[src/rtl/regfile_wb_arbiter.sv]
// regfile_wb_arbiter: round-robin writeback arbiter onto the register-file write ports.
// Define REGFILE_WB_ARB_PERF_EN to add the saturating conflict_cnt_o counter.
module regfile_wb_arbiter #(
    parameter int NR_REQ         = 4,
    parameter int NR_WRITE_PORTS = 2,
    parameter int DATA_WIDTH     = 64,
    parameter bit ZERO_REG_ZERO  = 1'b1
) (
    input  logic                                      clk_i,
    input  logic                                      rst_i,
    input  logic                                      flush_i,
    input  logic [NR_REQ-1:0]                         req_valid_i,
    output logic [NR_REQ-1:0]                         req_ready_o,
    input  logic [NR_REQ-1:0][4:0]                    req_waddr_i,
    input  logic [NR_REQ-1:0][DATA_WIDTH-1:0]         req_wdata_i,
    output logic [NR_WRITE_PORTS-1:0]                 we_o,
    output logic [NR_WRITE_PORTS-1:0][4:0]            waddr_o,
    output logic [NR_WRITE_PORTS-1:0][DATA_WIDTH-1:0] wdata_o,
    output logic                                      clr_o,
    output logic                                      busy_o
`ifdef REGFILE_WB_ARB_PERF_EN
    ,
    output logic [31:0]                               conflict_cnt_o
`endif
);
    localparam int PW = $clog2(NR_REQ);

    logic [PW-1:0]                             rr_ptr, rr_ptr_nxt;
    logic [NR_REQ-1:0]                         ready;
    logic [NR_WRITE_PORTS-1:0]                 grant_we;
    logic [NR_WRITE_PORTS-1:0][4:0]            grant_addr;
    logic [NR_WRITE_PORTS-1:0][DATA_WIDTH-1:0] grant_data;

    // Ports are handed out in scan order; an address already granted this cycle blocks later requesters.
    always_comb begin
        int   idx;
        int   used;
        logic hit;
        ready      = '0;
        grant_we   = '0;
        grant_addr = '0;
        grant_data = '0;
        rr_ptr_nxt = rr_ptr;
        used       = 0;
        idx        = 0;
        hit        = 1'b0;
        for (int k = 0; k < NR_REQ; k++) begin
            idx = int'(rr_ptr) + k;
            if (idx >= NR_REQ) idx = idx - NR_REQ;
            hit = 1'b0;
            for (int p = 0; p < NR_WRITE_PORTS; p++)
                if (p < used && grant_addr[p] == req_waddr_i[idx]) hit = 1'b1;
            if (req_valid_i[idx]) begin
                if (ZERO_REG_ZERO && req_waddr_i[idx] == 5'd0) begin
                    ready[idx] = 1'b1;
                end else if (used < NR_WRITE_PORTS && !hit) begin
                    ready[idx]       = 1'b1;
                    grant_we[used]   = 1'b1;
                    grant_addr[used] = req_waddr_i[idx];
                    grant_data[used] = req_wdata_i[idx];
                    used             = used + 1;
                    rr_ptr_nxt       = PW'((idx + 1) % NR_REQ);
                end
            end
        end
    end

    assign req_ready_o = (rst_i || flush_i) ? '0 : ready;
    assign busy_o      = |we_o;

    always_ff @(posedge clk_i or posedge rst_i) begin
        if (rst_i) begin
            we_o    <= '0;
            waddr_o <= '0;
            wdata_o <= '0;
            clr_o   <= 1'b0;
            rr_ptr  <= '0;
        end else begin
            we_o   <= flush_i ? '0 : grant_we;
            clr_o  <= flush_i;
            rr_ptr <= flush_i ? '0 : rr_ptr_nxt;
            for (int p = 0; p < NR_WRITE_PORTS; p++) begin
                if (grant_we[p] && !flush_i) begin
                    waddr_o[p] <= grant_addr[p];
                    wdata_o[p] <= grant_data[p];
                end
            end
        end
    end

`ifdef REGFILE_WB_ARB_PERF_EN
    logic [31:0] conflict_cnt;

    always_ff @(posedge clk_i or posedge rst_i) begin
        if (rst_i)
            conflict_cnt <= '0;
        else if (!flush_i && |(req_valid_i & ~req_ready_o) && conflict_cnt != '1)
            conflict_cnt <= conflict_cnt + 32'd1;
    end

    assign conflict_cnt_o = conflict_cnt;
`endif
endmodule

[config.mk]
export PLATFORM = sky130hd
export DESIGN_NAME = regfile_wb_arbiter
export DESIGN_NICKNAME = d
export VERILOG_FILES = /design/src/rtl/regfile_wb_arbiter.sv
export SDC_FILE = /design/constraint.sdc
export NUM_CORES = 1
export LEC_CHECK = 0
export ABC_AREA = 0
export CORE_ASPECT_RATIO = 1.75
export CORE_MARGIN = 3
export CORE_UTILIZATION = 50
export DETAILED_ROUTE_END_ITERATION = 8
export PLACE_DENSITY = 0.95
export SKIP_CTS_REPAIR_TIMING = 1
export SLEW_MARGIN = 10
export SYNTH_ARGS = -nofsm -noshare
export SYNTH_HDL_FRONTEND = slang
export SYNTH_SLANG_ARGS = --single-unit
[constraint.sdc]
create_clock -name clk_i -period 7.4 [get_ports clk_i]
set_input_delay 0.74 -clock clk_i [delete_from_list [all_inputs] [get_ports clk_i]]
set_output_delay 0.74 -clock clk_i [all_outputs]
set_load 0.005 [all_outputs]
==> impl_metrics.yaml <==
critical_path:
  path_max_fanout: 9
  worstPathArrival_ns: 6.37
  worstPathCellList: "inv_1 -> ha_4 -> mux4_2 -> buf_4 -> nor2b_1 -> a2111oi_0 -> a2bb2oi_2 -> a21oi_4 -> nor2_1 -> inv_1 -> ha_1 -> inv_1 -> o21ai_0 -> or4_1 -> nor4b_4 -> a2111o_2 -> mux2i_2 -> xnor2_1 -> a2111oi_4 -> a21oi_2 -> nand2_1 -> a31oi_1 -> clkdlybuf4s50_1"
  slowest_stage: "a2111oi_0"
  path_buf_inv: 5
  required_ns: 6.66
  r2r.worst_path.cells: 22
  crit_path_max_incr_delay_ns: 0.54
  worst-setup-path-type: "reg -> out"
  crit_family: "compound AO/OA/AOI/OAI gates"
  critical_path.most_common_cell: "inv_1"
  endpoint_kind: "primary output"
  startpoint_type: "register"
  cp.depth: 23
synthesis:
  synth_warnings: 0
  syn_inst: 1456
  ys_seq_area_frac: 0.2298
  ys_types: 56
  synth_flop_cell: "dfrtp_1"
  synth_edf_count: 0
  avgSynthCellArea_um2: 10.70
  syn_area_um2: 15570
  synth_nets: 1747
  ys_ff_latch: 143
  synthArstFlopShare: 1.000
timing:
  rsz0062_at_grt: "no"
  setup_tns_ns: 0
  drv_slew: 0
  hold_viol: 0
  fin_crit_sh: 0.9610
  worst_pin_slew_ns: 1.125
  max_freq_ghz: 0.1406
  fin_crit_ns: 7.112
  setup_violations: 0
  slew_headroom: 0.2501
  finalClockSkew_ns: 0.007622
placed_design:
  gp_congestion: 0.9590
  dpl-instance-area_um2: 20060
  dp_hpwl_um: 42310
  portBuffers: 428
clocking:
  cts_tree: "yes"
  cts_sinks: 143
  clk_pin_slew_worst_paths_ns: 0.06
  clkLatencyLatePin_ns: 0.47
  cts_buffers: 17
  cts_root_buffer: "clkbuf_16"
  htreeDepth: 4
  cts_buffer_depth: 2
die:
  rows: 84
  dieArea_um2: 33390
  core_um2: 30370
  start_util: 0.5128
  die_y_um: 239.5
  fp.dieW_um: 139.4
  ios: 429
layout:
  synthToLayoutAreaGrowth_pct: 34.29
  finalInstanceArea_um2: 20920
  drive_gt1_frac: 0.2138
  final_nets: 2069
routing:
  first_pass_iters: 7
  drtAntennaViolNets: 0
  wl_um: 63060
  drc: 0
  wire_per_inst_um: 28.89
  vias: 16800
  first_iter_violations: 2279
  vias_per_cell: 7.694
power_and_ir_drop:
  p_sw_mw: 4.634
  leakage_nw: 7.219
  p_sw_frac: 0.4775
  p_int_mw: 5.071
  peakVddDrop_uv: 404.5
  clkPwrFrac: 0.106
  power_per_cell_area_nw_per_um2: 464.0
  seq_power_share: 0.141
  p_comb_frac: 0.753
grt:
  antenna_found_initial: 5
  grt-ovfl-total: 0
  grt_max_degree: 119
  grt_pass1_wl_um: 95570
  grt_usage: 0.3659
  grt_pass1_vias: 16830
flow_run:
  cap_viol_max_count: 0
worst_hold_path:
  hp-class: "reg -> reg"
  min_path_cells: 2
status:
  status: "complete, no violations"
==> power by group through the flow <==
stage | Clock (mW) | Sequential, mW | Combinational (mW)
2_1_floorplan | 0 | 1.33 | 4.72
3_3_place_gp | 0 | 1.35 | 6.71
3_5_place_dp | 0 | 1.36 | 6.98
5_1_grt | 1.06 | 1.40 | 7.81
4_1_cts | 1.02 | 1.35 | 7.03
6_report | 1.02 | 1.37 | 7.31
==> final cells by class <==
type	instances	area, um2
multi-input combinational	1127	11370
inverter	17	72.57
timing repair buffer	472	4725
fill	2084	9458
tap	387	484.2
sequential	143	3586
antenna	5	12.51
clock inverter	10	181.4
clock buffer	22	484.2
==> placed cells by master, fill, tap and decap left out, drive strengths merged, types with 5 or more instances in the layout <==
cell type | synthesis | routed
ha | 8 | 8
and2 | 5 | 5
nand2 | 227 | 227
nor2 | 87 | 87
a211oi | 64 | 64
a22oi | 133 | 133
o21ai | 84 | 84
dfrtp | 143 | 143
a21oi | 76 | 76
xnor2 | 6 | 6
bufinv | 0 | 5
o221ai | 65 | 65
diode | 0 | 5
a221o | 5 | 5
mux4 | 280 | 280
nor2b | 16 | 16
inv | 17 | 16
clkdlybuf4s50 | 0 | 428
mux2i | 6 | 6
or4 | 7 | 7
buf | 22 | 42
clkbuf | 147 | 24
a31oi | 6 | 6
==> worst reg2reg max path: stages, from the launching register on <==
cell	delay (ns)
dfrtp_4	0.52
inv_1	0.16
ha_4	0.26
mux4_2	0.37
buf_4	0.17
nor2b_1	0.05
a2111oi_0	0.54
a2bb2oi_2	0.32
a21oi_4	0.10
nor2_1	0.15
inv_1	0.06
ha_1	0.21
inv_1	0.10
o21ai_0	0.08
or4_1	0.52
nor4b_4	0.35
a2111o_2	0.33
buf_4	0.16
buf_4	0.56
nand2_1	0.22
o21ai_4	0.19
buf_4	0.61
o21ai_0	0.35
==> stage by stage <==
step | power [mW] | std cells | setup WS [ns] | hold WS, ns | util
after floorplan | 6.049 | 1456 | 0.6152 | 0.4733 | -
after global placement | 8.066 | 2136 | 0.2339 | 0.4595 | 0.6604
after detailed placement | 8.339 | 2136 | 0.02971 | 0.4765 | 0.6604
after CTS | 9.403 | 2168 | -0.2994 | 0.4908 | 0.6824
after global routing | 10.26 | 2183 | 0.007828 | 0.5117 | 0.6886
final | 9.705 | 2183 | 0.2883 | 0.4822 | 0.6886
==> synth_stat cells (2+ instances only) <==
master	n	area [um2]
or3_1	2	12.51
buf_1	7	26.28
nor2b_1	16	100.1
o211ai_1	2	15.01
o221ai_1	65	569.3
a31oi_1	6	37.54
xor2_1	3	26.28
ha_1	8	100.1
a222oi_1	4	40.04
o21a_1	3	22.52
or4_1	7	52.55
and2_1	5	31.28
a22oi_1	133	998.5
o21ai_0	84	420.4
a21o_1	3	22.52
a21oi_1	75	375.4
mux2i_1	5	50.05
nor3_1	3	15.01
a21boi_0	3	22.52
clkbuf_1	147	551.8
nor4_1	2	12.51
o32ai_1	2	17.52
inv_1	17	63.81
mux4_2	280	6306
nand3_1	2	10.01
nand2_1	227	852.1
dfrtp_1	143	3578
nor2_1	87	326.6
and3_1	3	18.77
xnor2_1	6	52.55
a211oi_1	64	480.5
a221o_1	5	50.05
nand2b_1	2	12.51
buf_2	10	50.05
buf_6	4	45.04
==> final timing paths <==
| kind | startpoint | endpoint | slack, ns |
|---|---|---|---|
| max in group asynchronous | rst_i | rr_ptr[0]$_DFFE_PP0P_ | 5.59 |
| worst min-delay path | wdata_o[3]$_DFFE_PP0P_ | wdata_o[3]$_DFFE_PP0P_ | 0.48 |
| worst max-delay path | rr_ptr[1]$_DFF_PP0_ | req_ready_o[1] | 0.29 |
| worst max register to register | rr_ptr[1]$_DFF_PP0_ | wdata_o[35]$_DFFE_PP0P_ | 0.86 |
| min in group asynchronous | rst_i | wdata_o[21]$_DFFE_PP0P_ | 0.60 |
| worst min register to register | wdata_o[3]$_DFFE_PP0P_ | wdata_o[3]$_DFFE_PP0P_ | 0.48 |
==> cell families (layout without fill, tap and decap cells) <==
kind of cell,count (synthesis),after routing,synth area share
other,0,5,0
DFF,143,143,0.2298
AOI/OAI and AO/OA,464,464,0.2069
xor gates and xnor gates,9,9,0.005061
and+or+nand+nor,359,359,0.09431
buffers and inverters,186,521,0.04780
adders and majority gates,8,8,0.006427
muxes,287,287,0.4097
==> layer usage <==
layer  GRT usage  wire [um]  vias up
met2      0.6024      30990     1633
met3     0.09349       7459      444
li1            -          -     6620
met5           0          0        -
met4      0.2706       6011        0
met1      0.4096      18600     8098
==> state kept, by name (all words and copies together) (netlist names) <==
register,count
rr_ptr,2
waddr_o,10
wdata_o,128
we_o,2
clr_o,1
(Power assumes the default switching activity.)
